## config.mk

```make
export PLATFORM = sky130hd
export DESIGN_NAME = branch_predict_unit
export DESIGN_NICKNAME = d
export VERILOG_FILES = /design/src/rtl/branch_predict_unit.sv
export SDC_FILE = /design/constraint.sdc
export NUM_CORES = 2
export LEC_CHECK = 0
export ABC_CLOCK_PERIOD_IN_PS = 9400
export CORE_MARGIN = 1.5
export CORE_UTILIZATION = 45
export CTS_BUF_LIST = sky130_fd_sc_hd__clkbuf_4
export DETAILED_ROUTE_END_ITERATION = 16
export SYNTH_ARGS = -nofsm -noshare
export SYNTH_HDL_FRONTEND = slang
export SYNTH_SLANG_ARGS = --single-unit
```

## constraint.sdc

```tcl
create_clock -name i_clk -period 9.4 [get_ports i_clk]
set_input_delay 1.41 -clock i_clk [delete_from_list [all_inputs] [get_ports i_clk]]
set_output_delay 1.41 -clock i_clk [all_outputs]
set_load 0.03 [all_outputs]
```

## src/rtl/branch_predict_unit.sv

```systemverilog
// branch_predict_unit
//   Direct-mapped BTB with 2-bit saturating counters, looked up at IF to predict
//   the next fetch PC. Conditional branches are resolved in ID against the
//   prediction carried down the pipe. A mispredict raises a redirect, which also
//   flushes IF/ID. An EX-stage jump redirect overrides any ID resolution.
//   A saturating mispredict counter is kept for performance monitoring.
//
// Ports
//   i_clk, i_rst_n        clock, asynchronous active-low reset
//   i_if_pc               fetch PC for lookup
//   o_pred_taken/pc       BTB prediction for the fetch PC
//   i_id_*                ID branch: valid, stall, pc, imm, opcode, operands,
//                         and the prediction carried from IF
//   i_es_change_pc/pc     EX-stage jump redirect
//   o_redirect/pc         fetch redirect (IF/ID flush) and corrected PC
//   o_mispredict_cnt      saturating mispredict count
module branch_predict_unit #(
    parameter int unsigned PC_WIDTH     = 32,
    parameter int unsigned DWIDTH       = 32,
    parameter int unsigned IMM_WIDTH    = 16,
    parameter int unsigned OPCODE_WIDTH = 6,
    parameter int unsigned ENTRIES      = 16,
    parameter int unsigned STAT_WIDTH   = 16
) (
    input  logic                    i_clk,
    input  logic                    i_rst_n,
    input  logic [PC_WIDTH-1:0]     i_if_pc,
    output logic                    o_pred_taken,
    output logic [PC_WIDTH-1:0]     o_pred_pc,
    input  logic                    i_id_branch,
    input  logic                    i_id_stall,
    input  logic [PC_WIDTH-1:0]     i_id_pc,
    input  logic [IMM_WIDTH-1:0]    i_id_imm,
    input  logic [OPCODE_WIDTH-1:0] i_id_opcode,
    input  logic [DWIDTH-1:0]       i_id_data_r1,
    input  logic [DWIDTH-1:0]       i_id_data_r2,
    input  logic                    i_id_pred_taken,
    input  logic [PC_WIDTH-1:0]     i_id_pred_pc,
    input  logic                    i_es_change_pc,
    input  logic [PC_WIDTH-1:0]     i_es_pc,
    output logic                    o_redirect,
    output logic [PC_WIDTH-1:0]     o_redirect_pc,
    output logic [STAT_WIDTH-1:0]   o_mispredict_cnt
);

    localparam int unsigned IDX       = $clog2(ENTRIES);
    localparam int unsigned TAG_WIDTH = PC_WIDTH - IDX - 2;

    localparam logic [OPCODE_WIDTH-1:0] OpBeq  = OPCODE_WIDTH'(4);
    localparam logic [OPCODE_WIDTH-1:0] OpBne  = OPCODE_WIDTH'(5);
    localparam logic [OPCODE_WIDTH-1:0] OpBlez = OPCODE_WIDTH'(6);
    localparam logic [OPCODE_WIDTH-1:0] OpBgtz = OPCODE_WIDTH'(7);

    logic                 valid_q  [ENTRIES];
    logic [TAG_WIDTH-1:0] tag_q    [ENTRIES];
    logic [PC_WIDTH-1:0]  target_q [ENTRIES];
    logic [1:0]           cnt_q    [ENTRIES];

    logic [STAT_WIDTH-1:0] mis_cnt_q, mis_cnt_d;

    // PC byte-offset bits never take part in indexing or tagging.
    logic unused_pc_bits;
    assign unused_pc_bits = ^{i_if_pc[1:0], i_id_pc[1:0]};

    // ---------------- IF lookup ----------------
    logic [IDX-1:0]       if_idx;
    logic [TAG_WIDTH-1:0] if_tag;
    logic                 if_hit;

    assign if_idx       = i_if_pc[IDX+1:2];
    assign if_tag       = i_if_pc[PC_WIDTH-1:IDX+2];
    assign if_hit       = valid_q[if_idx] && (tag_q[if_idx] == if_tag);
    assign o_pred_taken = if_hit && cnt_q[if_idx][1];
    assign o_pred_pc    = o_pred_taken ? target_q[if_idx] : i_if_pc + PC_WIDTH'(4);

    // ---------------- ID resolution ----------------
    logic [PC_WIDTH-1:0]  imm_ext;
    logic [PC_WIDTH-1:0]  br_target;
    logic [PC_WIDTH-1:0]  id_seq_pc;
    logic                 taken;
    logic                 r1_neg, r1_zero;
    logic                 resolve, mispredict;
    logic [IDX-1:0]       id_idx;
    logic [TAG_WIDTH-1:0] id_tag;
    logic                 id_hit;

    // Size cast of a signed operand sign-extends.
    assign imm_ext   = PC_WIDTH'($signed(i_id_imm));
    assign id_seq_pc = i_id_pc + PC_WIDTH'(4);
    assign br_target = id_seq_pc + (imm_ext << 2);
    assign r1_neg    = i_id_data_r1[DWIDTH-1];
    assign r1_zero   = (i_id_data_r1 == '0);

    always_comb begin
        taken = 1'b0;
        case (i_id_opcode)
            OpBeq:   taken = (i_id_data_r1 == i_id_data_r2);
            OpBne:   taken = (i_id_data_r1 != i_id_data_r2);
            OpBlez:  taken = r1_neg || r1_zero;
            OpBgtz:  taken = !r1_neg && !r1_zero;
            default: taken = 1'b0;
        endcase
    end

    assign resolve    = i_id_branch && !i_id_stall && !i_es_change_pc;
    assign mispredict = resolve && ((taken != i_id_pred_taken) ||
                                    (taken && (i_id_pred_pc != br_target)));

    assign id_idx = i_id_pc[IDX+1:2];
    assign id_tag = i_id_pc[PC_WIDTH-1:IDX+2];
    assign id_hit = valid_q[id_idx] && (tag_q[id_idx] == id_tag);

    // EX redirect outranks any ID mispredict.
    always_comb begin
        o_redirect    = 1'b0;
        o_redirect_pc = '0;
        if (i_es_change_pc) begin
            o_redirect    = 1'b1;
            o_redirect_pc = i_es_pc;
        end else if (mispredict) begin
            o_redirect    = 1'b1;
            o_redirect_pc = taken ? br_target : id_seq_pc;
        end
    end

    always_comb begin
        mis_cnt_d = mis_cnt_q;
        if (mispredict && (mis_cnt_q != '1)) begin
            mis_cnt_d = mis_cnt_q + STAT_WIDTH'(1);
        end
    end

    assign o_mispredict_cnt = mis_cnt_q;

    // ---------------- BTB / stats state ----------------
    always_ff @(posedge i_clk or negedge i_rst_n) begin
        if (!i_rst_n) begin
            for (int i = 0; i < ENTRIES; i++) begin
                valid_q[i]  <= 1'b0;
                tag_q[i]    <= '0;
                target_q[i] <= '0;
                cnt_q[i]    <= 2'b01;
            end
            mis_cnt_q <= '0;
        end else begin
            mis_cnt_q <= mis_cnt_d;
            if (resolve) begin
                if (id_hit) begin
                    if (taken) begin
                        if (cnt_q[id_idx] != 2'b11) begin
                            cnt_q[id_idx] <= cnt_q[id_idx] + 2'd1;
                        end
                        target_q[id_idx] <= br_target;
                    end else if (cnt_q[id_idx] != 2'b00) begin
                        cnt_q[id_idx] <= cnt_q[id_idx] - 2'd1;
                    end
                end else if (taken) begin
                    // Allocation evicts whatever aliased into this index.
                    valid_q[id_idx]  <= 1'b1;
                    tag_q[id_idx]    <= id_tag;
                    target_q[id_idx] <= br_target;
                    cnt_q[id_idx]    <= 2'b10;
                end
            end
        end
    end

endmodule

```

=== Word-level counts from Yosys, hierarchy flattened ===
Cells that the tools add are included.

* Word-level logic and storage cells: 162
* Input port bits: 220
* Flip-flop bits (word level): 992

* Muxes and demuxes: 45
* Equal/unequal tests: 13
* Add/sub/neg operators: 6
* Order comparisons: 3
* Reduce and logical (&&, ||, !) cells: 23
* Bitwise gates (word level): 7

{| class="wikitable"
|+ Operator list
! kind !! count
|-
| bitwise mux 512 bit || 1
|-
| bitwise mux 416 bit || 1
|-
| 2-to-1 mux 32 bit || 12
|-
| binary-select mux 26 bit (select 4 bit) || 2
|-
| 2-to-1 mux 26 bit || 5
|-
| binary-select mux 32 bit (select 4 bit) || 1
|-
| demux 32 bit (select 4 bit) || 1
|-
| demux 26 bit (select 4 bit) || 1
|-
| adder 32 x 3 -> 32 bit (second input constant) || 2
|-
| bitwise mux 32 bit || 2
|-
| != test 32 bit || 2
|-
| equality test 26 bit || 2
|-
| adder 32 bit || 1
|-
| equality test 32 bit || 1
|-
| zero test 32 bit || 1
|-
| bitwise OR 16 bit || 2
|-
| equality test 6 x 3 -> 1 bit (second input constant) || 4
|-
| adder 16 x 1 -> 16 bit (second input constant) || 1
|-
| bitwise AND 16 bit || 1
|-
| binary-select mux 2 bit (select 4 bit) || 2
|-
| != test 16 bit (second input constant) || 1
|-
| NOT 16 bit || 1
|-
| greater-or-equal comparator 5 bit (second input constant) || 2
|-
| logical AND 1 bit || 10
|-
| other kinds (20) || 38
|}

=== Longest topological paths before layout ===
* Depth in word-level cells: 9
* Depth in mapped cells: 23

=== Worst setup path after synthesis ===
Ideal clock, no wire load.

* Path type: input to output
* From: input i_id_pc[2]
* To: output o_redirect_pc[21]
* Cell stages on the path: 21
* Arrival time: 6731 ps
* Buffers on the path: 7
* Path slack: 1259 ps
* Cell sequence: buf_4 -> buf_6 -> buf_4 -> buf_4 -> buf_1 -> inv_1 -> ha_1 -> ha_1 -> a211oi_1 -> o21ai_1 -> and3_1 -> or4_1 -> a2111oi_0 -> and4_1 -> nand4_1 -> nor4_1 -> nand4_1 -> nand2b_1 -> buf_2 -> clkbuf_1 -> o21ai_0

* Word-level cells in the longest chain between the ends: 8

{| class="wikitable"
|+ RTL lines
! what !! line !! text
|-
| start, declared || 32 || <nowiki>input logic [PC_WIDTH-1:0] i_id_pc,</nowiki>
|-
| adder 32 x 3 -> 32 bit (*) || 89 || <nowiki>assign id_seq_pc = i_id_pc + PC_WIDTH'(4);</nowiki>
|-
| adder 32 bit || 90 || <nowiki>assign br_target = id_seq_pc + (imm_ext << 2);</nowiki>
|-
| != test 32 bit || 107 || <nowiki>(taken && (i_id_pred_pc != br_target)));</nowiki>
|-
| logical AND 1 bit || 107 ||
|-
| logical OR 1 bit || 106 || <nowiki>assign mispredict = resolve && ((taken != i_id_pred_taken) ||</nowiki>
|-
| logical AND 1 bit || 106 ||
|-
| 2-to-1 mux 32 bit (*) || 120 || <nowiki>end else if (mispredict) begin</nowiki>
|-
| 2-to-1 mux 32 bit (*) || 117 || <nowiki>if (i_es_change_pc) begin</nowiki>
|-
| end, declared || 42 || <nowiki>output logic [PC_WIDTH-1:0] o_redirect_pc,</nowiki>
|}

Every way passes the cells marked *; elsewhere a longest branch is shown, timed or not.

=== Final worst setup path ===
* From: input i_id_pc[4]
* To: output o_redirect

* Word-level cells in the longest chain between the ends: 8

{| class="wikitable"
|+ RTL lines
! what !! line !! text
|-
| adder 32 x 3 -> 32 bit || 89 ||
|-
| adder 32 bit || 90 ||
|-
| != test 32 bit || 107 ||
|-
| logical AND 1 bit || 107 ||
|-
| logical OR 1 bit || 106 ||
|-
| logical AND 1 bit || 106 ||
|-
| 2-to-1 mux 1 bit || 120 ||
|-
| 2-to-1 mux 1 bit || 117 ||
|-
| end, declared || 41 || <nowiki>output logic o_redirect,</nowiki>
|}

No other way between the ends.

==> results.json <==
{
  "ir_worst_vdd_v": 0.000114,
  "fp.coreArea_um2": 116000,
  "grt_util_met1": 0.415,
  "hp-class": "input port to async pin",
  "fin_area_um2": 60600,
  "syn_area_um2": 52600,
  "synth_edf_count": 0,
  "final-hold-violation-count": 0,
  "cts_setup_buffers": 0,
  "seq_area_frac_synth": 0.472,
  "min_period_ns": 9.07,
  "clk_pin_slew_worst_paths_ns": 0.07,
  "wirelength_mm": 178,
  "r2r_start": "tag_q[124]",
  "end_kind": "output pin",
  "ios": 302,
  "rsz0062_at_grt": "false",
  "cp-start-kind": "input port",
  "worst-path-max-fanout": 10,
  "p_sw_frac": 0.285,
  "synth_area_leader_cell": "dfrtp_1",
  "power_frac_clock": 0.408,
  "reg2reg_depth": 9,
  "synthToLayoutAreaGrowth_pct": 15.2,
  "port-buffer-count": 301,
  "power.total_w": 0.00949,
  "grt_max_degree": 144,
  "place_area_um2": 57200,
  "worst_slew_pin_slew_ns": 1.19,
  "top_usage_layer": "met2",
  "start_util": 0.453,
  "synth.top_cell.area_share": 0.464,
  "finalSetupViolations": 0,
  "internal_power_w": 0.00679,
  "synth_cells": 4481,
  "yosysMostFrequentCell": "dfrtp_1",
  "pre_cts_ws_ns": 0.368,
  "tns_ns": 0,
  "yosysWarnings": 0,
  "netlist_top_cells_area": "dfrtp_1 46%, mux4_2 16%, mux2_2 8.6%",
  "layout-drive-gt1-share": 0.288,
  "cts-buffers-inserted": 284,
  "relSlewSlack": 0.200,
  "grt_remaining_overflow": 0,
  "critical_path_class": "input port to output pin",
  "syn_area_per_cell_um2": 11.7,
  "async_flop_share": 1.00,
  "synthTopCellsByCount": "976 x dfrtp_1, 719 x nand2_1, 649 x o21ai_0",
  "avgRoutedWirePerCell_um": 27.2,
  "tritoncts": "yes",
  "fin_crit_sh": 0.965,
  "fin_ws_ns": 0.328,
  "slew_violations": 0,
  "via_per_inst": 6.01,
  "seqPwrFrac": 0.459,
  "cap_violations": 0,
  "first_global_vias": 39200,
  "rows": 125,
  "die_area_um2": 119000,
  "final_nets": 5066,
  "p_per_area_nw_per_um2": 157,
  "synthDistinctLibCells": 78,
  "gr-usage-met3": 0.0882,
  "p_comb_frac": 0.134,
  "required_ns": 7.99,
  "num_vias": 39200,
  "grt_use_met2": 0.463,
  "cts-root-buf": "clkbuf_4",
  "numClockSinks": 992,
  "reg2reg_slack_ns": 4.46,
  "grt_first_pass_wirelength_mm": 262,
  "antenna_found_initial": 9,
  "cts_hold_buf": 0,
  "track_usage": 0.302,
  "drc": 0,
  "dp_hpwl_mm": 114,
  "die_x_um": 345,
  "ant_nets": 0,
  "p_leak_nw": 27.0,
  "cts.path.max_buffers": 4,
  "outcome": "complete, no violations",
  "drt_iter0_markers": 3321,
  "arrival_ns": 7.66,
  "htree_levels": 5,
  "ys_ff_latch": 992,
  "dr.pass1.iters": 5,
  "power.switching_w": 0.00270,
  "die_y_um": 345,
  "synthFlopType": "dfrtp_1",
  "startpoint": "i_id_pc[4]",
  "skew_ns": 0.0716,
  "syn_nets": 4741,
  "gp_congestion": 0.935,
  "clock_latency_ns": 1.24,
  "fmax_mhz": 110,
  "cts-resized-gates": 0
}
critical path: stages:
cell             delay (ns)
clkdlybuf4s50_1        0.48
and2_1                 0.34
and3_1                 0.28
and3_1                 0.30
nand4_1                0.14
xnor2_1                0.18
ha_1                   0.47
nand2_1                0.14
nor2_1                 0.35
nor3_1                 0.09
or4_1                  0.50
a2111oi_0              0.49
and4_1                 0.25
nand4_1                0.09
nor4_1                 0.44
nand4_1                0.22
nand2b_1               0.58
buf_4                  0.24
nand2b_1               0.06
clkdlybuf4s50_1        0.59
logic make-up after synthesis:
kind of cell,synth area share
xor+xnor,0.0344
mux,0.269
fa+ha+maj,0.00965
buf+inv,0.0332
flops,0.472
compound gates,0.0904
simple gates,0.0908
power by group through the flow:
stage	clock network, W	registers [W]	logic [W]
floorplan	0	0.00444	0.000627
global placement	0	0.00443	0.00126
global route	0.00420	0.00436	0.00135
CTS	0.00396	0.00435	0.00126
detailed placement	0	0.00443	0.00126
finish	0.00387	0.00435	0.00127
worst paths after layout:
check,to
worst max-delay path,o_redirect
worst min-delay path,target_q[219]
worst max register to register,tag_q[194]
worst min register to register,target_q[403]
max in group asynchronous,target_q[343]
min in group i_clk,target_q[403]
cell type report:
type,count,area [um^2]
diodes,12,30.0
repair buffers,428,4130
multi-input cells,3075,26300
well taps,1524,1910
clock inverters,53,236
clock buffers,415,3120
flip-flops and latches,992,24800
inverters,25,93.8
fillers,10300,55400
through the flow:
stage	hold WS (ns)	util	cells
floorplan	0.445	-	4481
CTS	0.0888	0.522	6512
finish	0.185	0.522	6524
global placement	0.456	0.493	6044
global route	0.159	0.522	6522
detailed placement	0.465	0.493	6044
registers in the layout, summed over array words and instances, names as in the netlist:
signal and flops:
cnt_q 32, o_mispredict_cnt 16, tag_q 416, target_q 512
valid_q 16
cell usage in the layout, fill, tap and decap left out, types with 44 or more instances in the layout:
| cell type | n |
|---|---|
| a21oi_1 | 67 |
| buf_4 | 141 |
| clkbuf_4 | 415 |
| clkdlybuf4s50_1 | 261 |
| clkinv_1 | 44 |
| dfrtp_1 | 976 |
| mux2_2 | 403 |
| mux2i_1 | 94 |
| mux4_2 | 378 |
| nand2_1 | 719 |
| nand3_1 | 52 |
| nor2_1 | 79 |
| o21ai_0 | 649 |
| xnor2_1 | 103 |
| xor2_1 | 92 |
layer usage:
layer | share of wire | wire length, um | vias up
met5 | 0.00028 | 50 | -
met4 | 0.026 | 4660 | 8
met3 | 0.097 | 17300 | 307
met2 | 0.46 | 81300 | 1665
met1 | 0.42 | 74400 | 20000
li1 | - | - | 17200
No activity file was read; power rests on OpenSTA's default activity.
